===== src/rtl/mips_pipe_pkg.sv =====
`default_nettype none
// mips_pipe_pkg: shared constants and field helpers for the MIPS pipeline (rev 1.0)
package mips_pipe_pkg;

  localparam logic [31:0] NOP_INSTR_WORD   = 32'h0000_0000;
  localparam logic [31:0] RESET_PC_DEFAULT = 32'h0000_3000;

  localparam int RS_MSB = 25;
  localparam int RS_LSB = 21;
  localparam int RT_MSB = 20;
  localparam int RT_LSB = 16;

  localparam logic [4:0] ZERO_REG = 5'd0;

  function automatic logic [4:0] instr_rs(input logic [31:0] instr);
    return instr[RS_MSB:RS_LSB];
  endfunction

  function automatic logic [4:0] instr_rt(input logic [31:0] instr);
    return instr[RT_MSB:RT_LSB];
  endfunction

endpackage
`default_nettype wire


===== src/rtl/load_use_detect.sv =====
`default_nettype none
// load_use_detect: flags an ID-stage source that needs the result of a load in EX (rev 1.0)
module load_use_detect
  import mips_pipe_pkg::*;
(
  input  logic       valid,
  input  logic [4:0] id_rs,
  input  logic [4:0] id_rt,
  input  logic       ex_load,
  input  logic [4:0] ex_rt,
  output logic       hazard
);

  // rt is compared even for I-types where it is a destination; a spare stall is harmless
  assign hazard = valid && ex_load && (ex_rt != ZERO_REG) &&
                  ((ex_rt == id_rs) || (ex_rt == id_rt));

endmodule
`default_nettype wire


===== src/rtl/if_id_stage.sv =====
`default_nettype none
// if_id_stage: PC register, next-PC select and IF/ID register with stall/flush (rev 1.0)
module if_id_stage
  import mips_pipe_pkg::*;
#(
  parameter logic [31:0] RESET_PC  = RESET_PC_DEFAULT,
  parameter logic [31:0] NOP_INSTR = NOP_INSTR_WORD
) (
  input  logic        clk,
  input  logic        rst,
  output logic [31:0] imem_addr,
  input  logic [31:0] imem_instr,
  output logic [31:0] pc_4_if,
  output logic [31:0] instr_if,
  output logic        valid_if,
  input  logic        ex_load,
  input  logic [4:0]  ex_rt,
  input  logic        ex_redirect,
  input  logic [31:0] ex_target,
  output logic        stall,
  output logic        id_ex_bubble
);

  logic [31:0] r_pc;
  logic [31:0] w_pc_plus4;
  logic        w_hazard;
  logic        unused_target_lsbs;

  load_use_detect u_load_use_detect (
    .valid   (valid_if),
    .id_rs   (instr_rs(instr_if)),
    .id_rt   (instr_rt(instr_if)),
    .ex_load (ex_load),
    .ex_rt   (ex_rt),
    .hazard  (w_hazard)
  );

  assign w_pc_plus4         = r_pc + 32'd4;
  assign imem_addr          = r_pc;
  assign stall              = w_hazard && !ex_redirect && !rst;
  assign id_ex_bubble       = stall || ex_redirect || rst;
  assign unused_target_lsbs = ^ex_target[1:0];

  // A redirect kills the fetch in flight, so it outranks any load-use hold
  always_ff @(posedge clk) begin
    if (rst) begin
      r_pc     <= RESET_PC;
      instr_if <= NOP_INSTR;
      pc_4_if  <= 32'd0;
      valid_if <= 1'b0;
    end else if (ex_redirect) begin
      r_pc     <= {ex_target[31:2], 2'b00};
      instr_if <= NOP_INSTR;
      pc_4_if  <= 32'd0;
      valid_if <= 1'b0;
    end else if (!w_hazard) begin
      r_pc     <= w_pc_plus4;
      instr_if <= imem_instr;
      pc_4_if  <= w_pc_plus4;
      valid_if <= 1'b1;
    end
  end

endmodule
`default_nettype wire


===== config.mk =====
export PLATFORM = sky130hd
export DESIGN_NAME = if_id_stage
export DESIGN_NICKNAME = d
export VERILOG_FILES = /design/src/rtl/mips_pipe_pkg.sv /design/src/rtl/load_use_detect.sv /design/src/rtl/if_id_stage.sv
export SDC_FILE = /design/constraint.sdc
export NUM_CORES = 1
export LEC_CHECK = 0
export ABC_AREA = 1
export CAP_MARGIN = 15
export CORE_UTILIZATION = 44
export DETAILED_ROUTE_END_ITERATION = 12
export GPL_TIMING_DRIVEN = 0
export PLACE_DENSITY = 0.87
export SLEW_MARGIN = 20
export SYNTH_ARGS = -nofsm -noshare
export SYNTH_HDL_FRONTEND = slang
export SYNTH_SLANG_ARGS = --single-unit

===== constraint.sdc =====
create_clock -name clk -period 1.8 [get_ports clk]
set_input_delay 0.45 -clock clk [delete_from_list [all_inputs] [get_ports clk]]
set_output_delay 0.45 -clock clk [all_outputs]
set_load 0.05 [all_outputs]

**Word level (Yosys, flattened, before mapping)**

Cells that the tools add are included.

- Logic and storage cells: 23
- Bits in registers: 97
- Bits of input ports: 73

- Add/subtract/negate cells: 1
- Muxes and demuxes: 2
- Equal/unequal tests: 3
- Reductions and logical operators: 12

Operators with widths:

| kind | count |
|---|---|
| $mux W32 | 2 |
| $add A32 B3 Y32 const B | 1 |
| $eq A5 B5 Y1 | 2 |
| $logic_and A1 B1 Y1 | 5 |
| $reduce_bool A5 Y1 | 1 |
| $logic_or A1 B1 Y1 | 3 |
| $logic_not A1 Y1 | 2 |
| $ne A2 B2 Y1 const B | 1 |
| $reduce_or A2 Y1 | 1 |

**Longest topological paths before layout**

- Depth in word-level cells: 7
- Mapped depth: 11

**By module**

A second synthesis with hierarchy kept.

- Cells, all modules: 552
- Area, all modules: 4120.2 um^2

Modules (own cells, without submodules):

| module | times used | area each (um^2) | cells each |
|---|---|---|---|
| if_id_stage | 1 | 3917.5 | 507 |
| load_use_detect | 1 | 202.7 | 45 |

**Least setup slack after synthesis**

No wires, ideal clock.

- Kind: register to output
- Start point: register instr_if[25]
- End point: output id_ex_bubble
- Setup slack: -0.502 ns
- Required time: 1.350 ns
- Path buffers: 2
- Stages on the path, launching flop included: 11
- Data arrival time: 1.852 ns
- Cell sequence: dfxtp_1 > inv_1 > nand2_1 > nand2_1 > nor2_1 > nand3_1 > nand2_1 > nand2_2 > buf_4 > buf_2 > nand2_1

- Word-level cells in the longest chain between the ends: 7

Ends and longest elaborated chain:

| element | line | RTL |
|---|---|---|
| start, declared | if_id_stage.sv:14 | `output logic [31:0] instr_if,` |
| start signal, assigned | if_id_stage.sv:58 | `instr_if <= imem_instr;` |
| $eq A5 B5 Y1 | load_use_detect.sv:16 | `((ex_rt == id_rs) \|\| (ex_rt == id_rt));` |
| $logic_or A1 B1 Y1 | load_use_detect.sv:16 |  |
| $logic_and A1 B1 Y1 | load_use_detect.sv:15 | `assign hazard = valid && ex_load && (ex_rt != ZERO_REG) &&` |
| $logic_and A1 B1 Y1 (2 in series) | if_id_stage.sv:40 | `assign stall = w_hazard && !ex_redirect && !rst;` |
| $logic_or A1 B1 Y1 (2 in series) | if_id_stage.sv:41 | `assign id_ex_bubble = stall \|\| ex_redirect \|\| rst;` |
| end, declared | if_id_stage.sv:21 | `output logic id_ex_bubble` |

Every way passes these cells.

**Final worst setup path**

- Start point: register instr_if[19]
- End point: output id_ex_bubble

The elaborated chain is that of the path after synthesis.

==> results.md <==
- Initial Util: between 40 and 50%
- Nets@finish: 913
- Cell area after synthesis: about 4300 sq um
- Worst min path class: flop to flop
- Final WS setup: -0.344 ns
- Power Dens Cells: 729 nW/um^2
- Rows: 35
- CP endpoint kind: primary output
- R2r startpoint: instr_if[19]
- Max Cap Violations: 0
- Unrepaired setup endpoints after global routing: yes
- Leak: 3.19 nW
- Synth Instances: 652
- Worst slew margin: 58.5%
- Final ANT Viol Nets: 0
- Clock sink total: 93
- Routability cong.: around 0.92
- Via count: 5066
- Failing checks: setup timing
- Hold-fix buffers, CTS: 0
- Wl on met1: 6650 microns
- 1st-pass router iterations: 5
- Seq cells post-synth: 93
- Fmax: 466 MHz
- RR Endpoint: imem_addr[28]
- # DRC: 0
- TritonCTS Buffers: 9
- Die width: 101 microns
- Critical path class: flop to primary output
- Vias in the first global route: 5066
- Tightest Pin Transition: 0.621 ns
- Average vias per placed instance: 5.21
- Root buffer cell: clkbuf_8
- Clock slew at reported path FFs: 0.10 ns
- Hold_ws: 0.446 ns
- Post-DR wirelength/cell: 16.2 microns
- Critical path fanouts, max: 3
- # fillers: 825
- Routed wire length: 15800 microns
- Die Area: 10300 sq um
- Commonest non-fill, non-tap cell in the layout: nand2_1
- Commonest cells after routing, fill and taps aside: nand2_1, nand3_1, dfxtp_1, clkdlybuf4s50_1, dlygate4sd2_1
- First-pass GRT wire length: 24700 microns
- Peak VDD IR: 0.456 mV
- IO Count: 172
- Initial drt markers: 215
- DR WL met3: 991 microns
- CP arrival: 1.69 ns
- Setup TNS: -0.595 ns
- CTS tree: done
- Final min period: about 2.1 ns
- Worst Skew: 0.0157 ns
- Status: finished, violations left
- Syn_area_per_cell: 6.67 sq um
- Flop2flop setup slack: 0.09 ns
- Area delta synth->final: 50.1%
- HP Start: pc_4_if[8]
- Worst R2R Path Depth: 12
- Worst setup SP type: flop
- H-tree Lvls: 3
- Hold Path Depth: 2
- Seq/Total Area, Yosys: between 40 and 50%
- WL met2: 7850 microns
- Min-Delay Endpoint: pc_4_if[8]
- Final period utilization: 119%
- Largest net degree at the start of global routing: 18
- GRT Util Overall: 31.1%
- Layout cells sized above 1: 16.1%
- DP Wirelength: ~12000 microns
- Vert. Die Dim: slightly above 100 microns
- Finish-stage setup viols: 2
- Final Hold Viols: 0
- Global route total overflow: 0
- YS warnings: 0
- Ant. Diodes: 0
- Std-Cell Core Area: 9420 sq um
- Top Layer Used: met4
- Pins Over Slew Limit: 0
- Critical Path RT: 1.35 ns
- Initial antenna violation count: 0
- Port Buf Inserts: 165
- Clock latency on the worst-skew pair: roughly 0.37 ns
- CTS Buffer Depth: 2
- Synth cell types: 21
==> registers in the layout, summed over array words and instances (netlist names) <==
| register | count |
|---|---|
| imem_addr | 30 |
| instr_if | 32 |
| pc_4_if | 30 |
| valid_if | 1 |
==> cells by family after synthesis <==
logic type	synth area share, %
simple gates	46.2
compound gates	0.230
other cells	0.0863
flops	42.8
fa+ha+maj	0.288
xor+xnor	3.43
buf+inv	6.97
==> cells in the mapped netlist (all sizes together) <==
cell type	count	area share (%)
a21oi	2	0.23
and2	1	0.14
buf	23	3.1
clkbuf	12	1.0
conb	1	0.086
dfxtp	93	43
ha	1	0.29
inv	33	2.8
nand2	265	23
nand3	111	13
nand3b	1	0.17
nand4	31	4.5
nor2	61	5.7
xnor2	7	1.4
xor2	10	2.0
==> stage by stage <==
stage	power [mW]	utilization, %	area, sq um	worst slack, ns	instances
2_1_floorplan	2.83	-	4400	-0.0596	655
6_report	4.76	69.3	6530	-0.344	973
4_1_cts	4.74	69.2	6520	-0.356	974
3_3_place_gp	3.25	66.0	6210	-1.53	949
3_5_place_dp	3.27	66.0	6210	-1.56	949
5_1_grt	4.90	69.3	6530	-0.414	973
==> cell type report <==
| class | count | area (sq um) | share of cell area [%] |
|---|---|---|---|
| inverters | 33 | 124 | 1.90 |
| plain buffers | 33 | 214 | 3.28 |
| repair buffers | 175 | 1590 | 24.3 |
| multi-input cells | 494 | 2320 | 35.6 |
| well taps | 129 | 161 | 2.47 |
| flip-flops and latches | 93 | 1900 | 29.2 |
| clock inverters | 5 | 62.6 | 0.959 |
| clock buffers | 11 | 153 | 2.34 |
==> critical path: stages, from the launching register on <==
cell and delay, ns:
dfxtp_4 0.36, inv_1 0.04, nand2_1 0.06, nand2_1 0.06, nor2_1 0.14, nand3_2 0.11, nand2_4 0.09, nand2_4 0.06
buf_6 0.12, buf_8 0.11, nand2_4 0.05, buf_8 0.14
==> routing by layer <==
metal	vias up	GRT usage (%)
li1	2464	-
met5	-	0
met1	2380	36.1
met3	24	5.04
met2	198	57.5
met4	0	11.6
==> timing repair <==
item	in CTS	in global routing
resized for setup	185	61
endpoints found under the setup margin	188	97
setup buffers	9	1
pin swaps	6	9
==> worst max path at each step <==
stage / startpoint / endpoint / slack, ns
after floorplan: instr_if[25] / id_ex_bubble / -0.06
after global placement: ex_rt[0] / stall / -1.53
after detailed placement: ex_rt[0] / stall / -1.56
after CTS: instr_if[16] / id_ex_bubble / -0.36
after global routing: instr_if[17] / id_ex_bubble / -0.41
final: instr_if[19] / id_ex_bubble / -0.34
==> power by group <==
| group | internal [mW] | switching (mW) | leakage, nW | total, mW |
|---|---|---|---|---|
| Clock | 0.742 | 0.802 | 0.110 | 1.54 |
| Combinational | 0.337 | 0.622 | 2.31 | 0.959 |
| Sequential | 2.15 | 0.105 | 0.771 | 2.25 |
Note: power is estimated with default switching activity, not from simulation.
